<file path="src/rtl/xheep_exit_reporter_pkg.sv">
// Shared types and constants for the exit-status reporter: FSM states, the fixed
// "EXIT:" prefix / line terminator bytes, and the nibble-to-hex-ASCII helper.
package xheep_exit_reporter_pkg;

  typedef enum logic [1:0] {IDLE, SEND, DONE} state_e;

  localparam int unsigned MSG_LEN = 15;

  localparam logic [7:0] CHAR_E     = 8'h45;
  localparam logic [7:0] CHAR_X     = 8'h58;
  localparam logic [7:0] CHAR_I     = 8'h49;
  localparam logic [7:0] CHAR_T     = 8'h54;
  localparam logic [7:0] CHAR_COLON = 8'h3A;
  localparam logic [7:0] CHAR_CR    = 8'h0D;
  localparam logic [7:0] CHAR_LF    = 8'h0A;

  function automatic logic [7:0] nibble_to_ascii(input logic [3:0] nib);
    if (nib < 4'd10) begin
      return 8'h30 + {4'h0, nib};
    end
    return 8'h41 + ({4'h0, nib} - 8'd10);
  endfunction

endpackage

</file>
<file path="src/rtl/uart_tx_8n1.sv">
// 8N1 UART transmitter, LSB first, registered output. Accepts a new byte in the
// last stop-bit cycle so consecutive characters go out back-to-back.
module uart_tx_8n1 #(
  parameter int unsigned BAUD_DIV = 130
) (
  input  logic       clk_gen,
  input  logic       rst_n,
  input  logic [7:0] data_i,
  input  logic       valid_i,
  output logic       ready_o,
  output logic       tx_o
);

  typedef enum logic [1:0] {TX_IDLE, TX_START, TX_DATA, TX_STOP} tx_state_e;

  tx_state_e   state_q, state_d;
  logic [15:0] baud_q, baud_d;
  logic [2:0]  bit_q, bit_d;
  logic [7:0]  shift_q, shift_d;
  logic        tx_q, tx_d;
  logic        baud_end;

  assign baud_end = (baud_q == 16'(BAUD_DIV - 1));
  assign ready_o  = (state_q == TX_IDLE) || ((state_q == TX_STOP) && baud_end);
  assign tx_o     = tx_q;

  always_ff @(posedge clk_gen or negedge rst_n) begin
    if (!rst_n) begin
      state_q <= TX_IDLE;
      baud_q  <= '0;
      bit_q   <= '0;
      shift_q <= '0;
      tx_q    <= 1'b1;
    end else begin
      state_q <= state_d;
      baud_q  <= baud_d;
      bit_q   <= bit_d;
      shift_q <= shift_d;
      tx_q    <= tx_d;
    end
  end

  always_comb begin
    state_d = state_q;
    baud_d  = baud_end ? '0 : baud_q + 16'd1;
    bit_d   = bit_q;
    shift_d = shift_q;
    tx_d    = tx_q;
    unique case (state_q)
      TX_IDLE: begin
        baud_d = '0;
        tx_d   = 1'b1;
        if (valid_i) begin
          state_d = TX_START;
          shift_d = data_i;
          tx_d    = 1'b0;
        end
      end
      TX_START: begin
        if (baud_end) begin
          state_d = TX_DATA;
          bit_d   = '0;
          tx_d    = shift_q[0];
        end
      end
      TX_DATA: begin
        if (baud_end) begin
          if (bit_q == 3'd7) begin
            state_d = TX_STOP;
            tx_d    = 1'b1;
          end else begin
            bit_d   = bit_q + 3'd1;
            shift_d = shift_q >> 1;
            tx_d    = shift_q[1];
          end
        end
      end
      TX_STOP: begin
        if (baud_end) begin
          if (valid_i) begin
            state_d = TX_START;
            shift_d = data_i;
            tx_d    = 1'b0;
          end else begin
            state_d = TX_IDLE;
          end
        end
      end
      default: state_d = TX_IDLE;
    endcase
  end

endmodule

</file>
<file path="src/rtl/xheep_exit_status_reporter.sv">
// Captures the program exit code on each exit_valid rise, prints "EXIT:XXXXXXXX\r\n"
// on a debug UART and drives pass/fail LEDs once the line has been sent.
module xheep_exit_status_reporter
  import xheep_exit_reporter_pkg::*;
#(
  parameter int unsigned BAUD_DIV           = 130,
  parameter int unsigned BLINK_COUNT_LENGTH = 23
) (
  input  logic        clk_gen,
  input  logic        rst_n,
  input  logic        exit_valid_i,
  input  logic [31:0] exit_value_i,
  output logic        uart_tx_o,
  output logic        busy_o,
  output logic        done_o,
  output logic        pass_led_o,
  output logic        fail_led_o
);

  state_e                        state_q, state_d;
  logic                          prev_valid_q;
  logic [31:0]                   code_q, code_d;
  logic [3:0]                    idx_q, idx_d;
  logic [BLINK_COUNT_LENGTH-1:0] cnt_q;
  logic                          rise, start;
  logic                          tx_valid, tx_ready;
  logic [7:0]                    tx_data, cur_char;
  logic [2:0]                    nib_sel;

  assign rise  = exit_valid_i && !prev_valid_q;
  assign start = rise && (state_q != SEND);

  always_ff @(posedge clk_gen or negedge rst_n) begin
    if (!rst_n) begin
      state_q      <= IDLE;
      prev_valid_q <= 1'b0;
      code_q       <= '0;
      idx_q        <= '0;
      cnt_q        <= '0;
    end else begin
      state_q      <= state_d;
      prev_valid_q <= exit_valid_i;
      code_q       <= code_d;
      idx_q        <= idx_d;
      cnt_q        <= cnt_q + 1'b1;
    end
  end

  // idx 5..12 select code nibbles 7..0 (MSB first)
  assign nib_sel = 3'(4'd12 - idx_q);

  always_comb begin
    cur_char = nibble_to_ascii(code_q[{nib_sel, 2'b00} +: 4]);
    case (idx_q)
      4'd0:    cur_char = CHAR_E;
      4'd1:    cur_char = CHAR_X;
      4'd2:    cur_char = CHAR_I;
      4'd3:    cur_char = CHAR_T;
      4'd4:    cur_char = CHAR_COLON;
      4'd13:   cur_char = CHAR_CR;
      4'd14:   cur_char = CHAR_LF;
      default: ;
    endcase
  end

  // Character 0 is handed over in the rise cycle itself so the start bit appears
  // one cycle later; the index therefore resumes at 1.
  assign tx_valid = start || ((state_q == SEND) && (idx_q < 4'(MSG_LEN)));
  assign tx_data  = start ? CHAR_E : cur_char;

  always_comb begin
    state_d = state_q;
    code_d  = code_q;
    idx_d   = idx_q;
    unique case (state_q)
      IDLE, DONE: begin
        if (start) begin
          state_d = SEND;
          code_d  = exit_value_i;
          idx_d   = 4'd1;
        end
      end
      SEND: begin
        // With every character queued, ready marks the last stop-bit cycle.
        if (idx_q == 4'(MSG_LEN)) begin
          if (tx_ready) state_d = DONE;
        end else if (tx_ready) begin
          idx_d = idx_q + 4'd1;
        end
      end
      default: state_d = IDLE;
    endcase
  end

  always_comb begin
    busy_o     = (state_q == SEND);
    done_o     = (state_q == DONE);
    pass_led_o = done_o && (code_q == '0);
    fail_led_o = done_o && (code_q != '0) && cnt_q[BLINK_COUNT_LENGTH-1];
  end

  uart_tx_8n1 #(
    .BAUD_DIV(BAUD_DIV)
  ) u_uart_tx (
    .clk_gen(clk_gen),
    .rst_n  (rst_n),
    .data_i (tx_data),
    .valid_i(tx_valid),
    .ready_o(tx_ready),
    .tx_o   (uart_tx_o)
  );

endmodule

</file>
<file path="config.mk">
export PLATFORM = sky130hd
export DESIGN_NAME = xheep_exit_status_reporter
export DESIGN_NICKNAME = d
export VERILOG_FILES = /design/src/rtl/xheep_exit_reporter_pkg.sv /design/src/rtl/uart_tx_8n1.sv /design/src/rtl/xheep_exit_status_reporter.sv
export SDC_FILE = /design/constraint.sdc
export NUM_CORES = 1
export LEC_CHECK = 0
export ABC_CLOCK_PERIOD_IN_PS = 3300
export CORE_MARGIN = 3
export CORE_UTILIZATION = 53
export DETAILED_ROUTE_END_ITERATION = 6
export PLACE_DENSITY = 0.88
export SLEW_MARGIN = 20
export SYNTH_ARGS = -nofsm -noshare
export SYNTH_HDL_FRONTEND = slang
export SYNTH_HIERARCHICAL = 1
export SYNTH_SLANG_ARGS = --single-unit
</file>
<file path="constraint.sdc">
create_clock -name clk_gen -period 3.3 [get_ports clk_gen]
set_clock_uncertainty 0.05 [all_clocks]
set_input_delay 0.66 -clock clk_gen [delete_from_list [all_inputs] [get_ports clk_gen]]
set_output_delay 0.66 -clock clk_gen [all_outputs]
set_load 0.01 [all_outputs]
</file>
==> impl_results.md <==
- Overall global routing resource usage: a little over a fifth
- Capture instance of the worst register-to-register path: u_uart_tx/shift_q[4]
- Final-report max-slew violation count: 0
- Count of standard-cell rows: 34
- Post-CTS Resized: 0
- Port Buf Inserts: 39
- Area Overhead vs Synth: 14.15%
- Drt via density: 5.995
- Largest net degree at the start of global routing: 93
- Top FF cell, synth: sky130_fd_sc_hd__dfrtp_1
- Leading cell type in the layout, fill and taps excluded: sky130_fd_sc_hd__dfrtp_1
- TritonCTS Buffers: 9
- Net Sw Power: 0.5368 mW
- Sinks on the clock net: 92
- Post-detail-place hpwl: 7.274 mm
- Number of vias after detailed routing: 3,513
- Level count of the clock H-tree: 3
- Distinct cell type count after synthesis: 60
- Proportion of netlist area held by the largest area contributor: a little under half
- Core Footprint: 8891 µm²
- Final setup viols: 0
- Max-Slew Margin vs Limit: between 60% and 70%
- First-iteration detailed-routing DRC count: 260
- Max Root-Sink Buffers: 2
- Routed wirelength normalized by instance count: about 17 µm
- Post-layout min period: 3.102 ns
- Hold Violations, Final: 0
- Pin slew with the least headroom to its limit: 0.5222 ns
- Syn Nets: 487
- Fraction of final layout cells sized beyond drive strength 1: 17.78%
- Worst Reg2Reg Path Length in Cells: 13
- Cell area power density: between 300 and 400 nW/µm²
- Flip-flop and latch count after synthesis: 92
- Cell type contributing the most total cell area after synthesis: sky130_fd_sc_hd__dfrtp_1
- Data required time at the worst endpoint: roughly 3.5 ns
- Synth Instances: 434
- CP Capture Type: register
- Critical path startpoint: idx_q[1]
- Type of the worst min-delay path: in -> async
- Clock transition at the registers of the reported paths: 0.10 ns
- Clock Tree Root: sky130_fd_sc_hd__clkbuf_8
- Sequential power share: 54.9%
- Count of antenna diodes in the layout: 0
- Fraction of synthesis flops using an asynchronous set or reset pin: 100.0%
- Hold buffer count at CTS: 0
- Switching share of power: 25.16%
- Initial Util: 55.40%
- Synth top area cells: sky130_fd_sc_hd__dfrtp_1 (46%), sky130_fd_sc_hd__mux2_2 (7.8%), sky130_fd_sc_hd__ha_1 (4.6%)
- Via count of the first global-routing pass: 3,677
- Largest fanout on the critical path: 9
- Sequential area share after synthesis: 46.76%
- Portion of the clock cycle consumed by the worst path in the final layout: a little over nine tenths
- Unrepaired setup endpoints after global routing: no
- Per-instance average area after synthesis: 11.35 µm²
- Final cell count without fillers: 586
- Peak clock frequency supported by timing: 322.4 MHz
- Final antenna-violating net count: 0
- Relative contribution of the clock network to total power: between 30% and 40%
- Clock network latency to the later pin of the worst-skew pair: 0.36 ns
- Critical path arrival: 3.30 ns
- Count of flip-flops with a built-in enable after synthesis: 0
- Weighted congestion at the end of routability-driven global placement: 0.9190
- DIE HEIGHT: between 100 and 150 µm
- Max-cap violations: 0
- Setup TNS: 0 ns
- Top-Level Pins: 40
- Number of warnings issued by yosys: 6
- Post-CTS Setup Repair Bufs: 0
- Antenna violations before repair: 0
- Detailed-routing iteration count for the pre-antenna-repair pass: 5
- Int Pwr: 1.597 mW
- TritonCTS clock tree: yes
- Number of nets at the end of the flow: 526
- Run status: completed
- IR Drop Worst-Case VDD: 303.8 µV
- Source of the worst register-to-register timing path: idx_q[1]
- Total DRC errors in the routed layout: 0
- Total routed wirelength: 10.13 mm
- Most used cells in the layout excluding fill and tap cells: sky130_fd_sc_hd__dfrtp_1 (91), sky130_fd_sc_hd__clkdlybuf4s50_1 (38), sky130_fd_sc_hd__nor2_1 (35), sky130_fd_sc_hd__mux2_2 (34), sky130_fd_sc_hd__nand2_1 (23)
- Leakage: 2.491 nW
- First-pass GRT wire length: roughly 18 mm
- Class of the most critical setup path: reg -> reg
- Grt ovf: 0
- Placed Cells: 570
- R2r setup slk: 0.20 ns
- Comb power frac: between 10% and 20%
- Horiz. Die Dim: 102.4 µm
- Area enclosed by the die boundary: 10,490 µm²
- Post-synthesis instance area: 4926 µm²
- Crit path launch type: register
worst max-delay path by stage:
stage	to	slack, ns	cells after the start
2_1_floorplan	u_uart_tx/shift_q[4]	0.03	15
5_1_grt	u_uart_tx/shift_q[6]	0.02	13
3_5_place_dp	u_uart_tx/shift_q[4]	0.08	13
6_report	u_uart_tx/shift_q[4]	0.20	13
3_3_place_gp	u_uart_tx/shift_q[4]	0.21	13
4_1_cts	u_uart_tx/shift_q[4]	0.03	13
layer usage:
metal  GRT usage [%]  vias to the layer above  wire length [µm]  part of all wire [%]
met2           37.78                       97              5493                    54
met3           4.232                       27               345                   3.4
met4           7.568                        0               276                   2.7
met5               0                        -                 0                     0
li1                -                     1631                 -                     -
met1           25.43                     1758              4014                    40
cell type report:
cell class	count	area, µm²
Fill cell	672	3268
Clock inverter	5	41.29
Clock buffer	11	151.4
Timing Repair Buffer	46	452.9
Tap cell	108	135.1
Inverter	17	63.81
Sequential cell	92	2303
Multi-Input combinational cell	307	2475
power by group through the flow:
stage	clock network [mW]	registers (mW)	logic [mW]
floorplan	0	1.18	0.134
global placement	0	1.19	0.215
detailed placement	0	1.19	0.224
CTS	0.754	1.17	0.227
global route	0.802	1.17	0.251
finish	0.735	1.17	0.228
registers in the layout, summed over array words and instances, names as in the netlist:
signal,count
code_q,32
u_uart_tx/shift_q,8
state_q,2
cnt_q,23
u_uart_tx/bit_q,3
idx_q,4
prev_valid_q,1
u_uart_tx/baud_q,16
u_uart_tx/tx_o,1
u_uart_tx/state_q,2
cell usage after synthesis, drive strengths merged, types with 9 or more instances:
master,count
nor2,36
inv,17
xor2,18
nand2,23
o21ai,12
nor4,11
nand4,12
mux2,52
buf,9
xnor2,20
ha,18
nand3,20
dfrtp,91
clkbuf,9
worst max-delay path: stages, from the launching register on:
cell and delay [ns]:
sky130_fd_sc_hd__dfrtp_1 0.40, sky130_fd_sc_hd__inv_1 0.12, sky130_fd_sc_hd__ha_4 0.36, sky130_fd_sc_hd__mux4_2 0.36, sky130_fd_sc_hd__mux2i_2 0.19, sky130_fd_sc_hd__ha_1 0.18
sky130_fd_sc_hd__inv_1 0.05, sky130_fd_sc_hd__ha_1 0.31, sky130_fd_sc_hd__nand2_1 0.06, sky130_fd_sc_hd__nor2_1 0.15, sky130_fd_sc_hd__xnor2_1 0.13, sky130_fd_sc_hd__a31oi_1 0.09
sky130_fd_sc_hd__mux2_2 0.28, sky130_fd_sc_hd__mux2_4 0.25
logic make-up after synthesis:
logic type                 Yosys count  share of synthesized area, %
other                                1                       0.07613
DFF                                 92                         46.76
adders and majority gates           18                         4.572
xor gates and xnor gates            38                         6.909
muxes                               62                         16.64
AOI/OAI and AO/OA                   50                         7.316
and+or+nand+nor                    138                         14.35
buffers and inverters               35                         3.378
metrics by stage:
stage / cell area [µm²] / utilization (%) / power (mW) / hold WS [ns] / setup slack, ns
finish: 5623 / 63.24 / 2.134 / 0.2908 / 0.1980
global route: 5623 / 63.24 / 2.229 / 0.3037 / 0.02296
CTS: 5610 / 63.10 / 2.152 / 0.2925 / 0.03411
detailed placement: 5418 / 60.93 / 1.417 / 0.4160 / 0.08032
global placement: 5418 / 60.93 / 1.406 / 0.4069 / 0.2068
floorplan: 4935 / - / 1.317 / 0.3144 / 0.02804
Note: power is estimated with default switching activity, not from simulation.
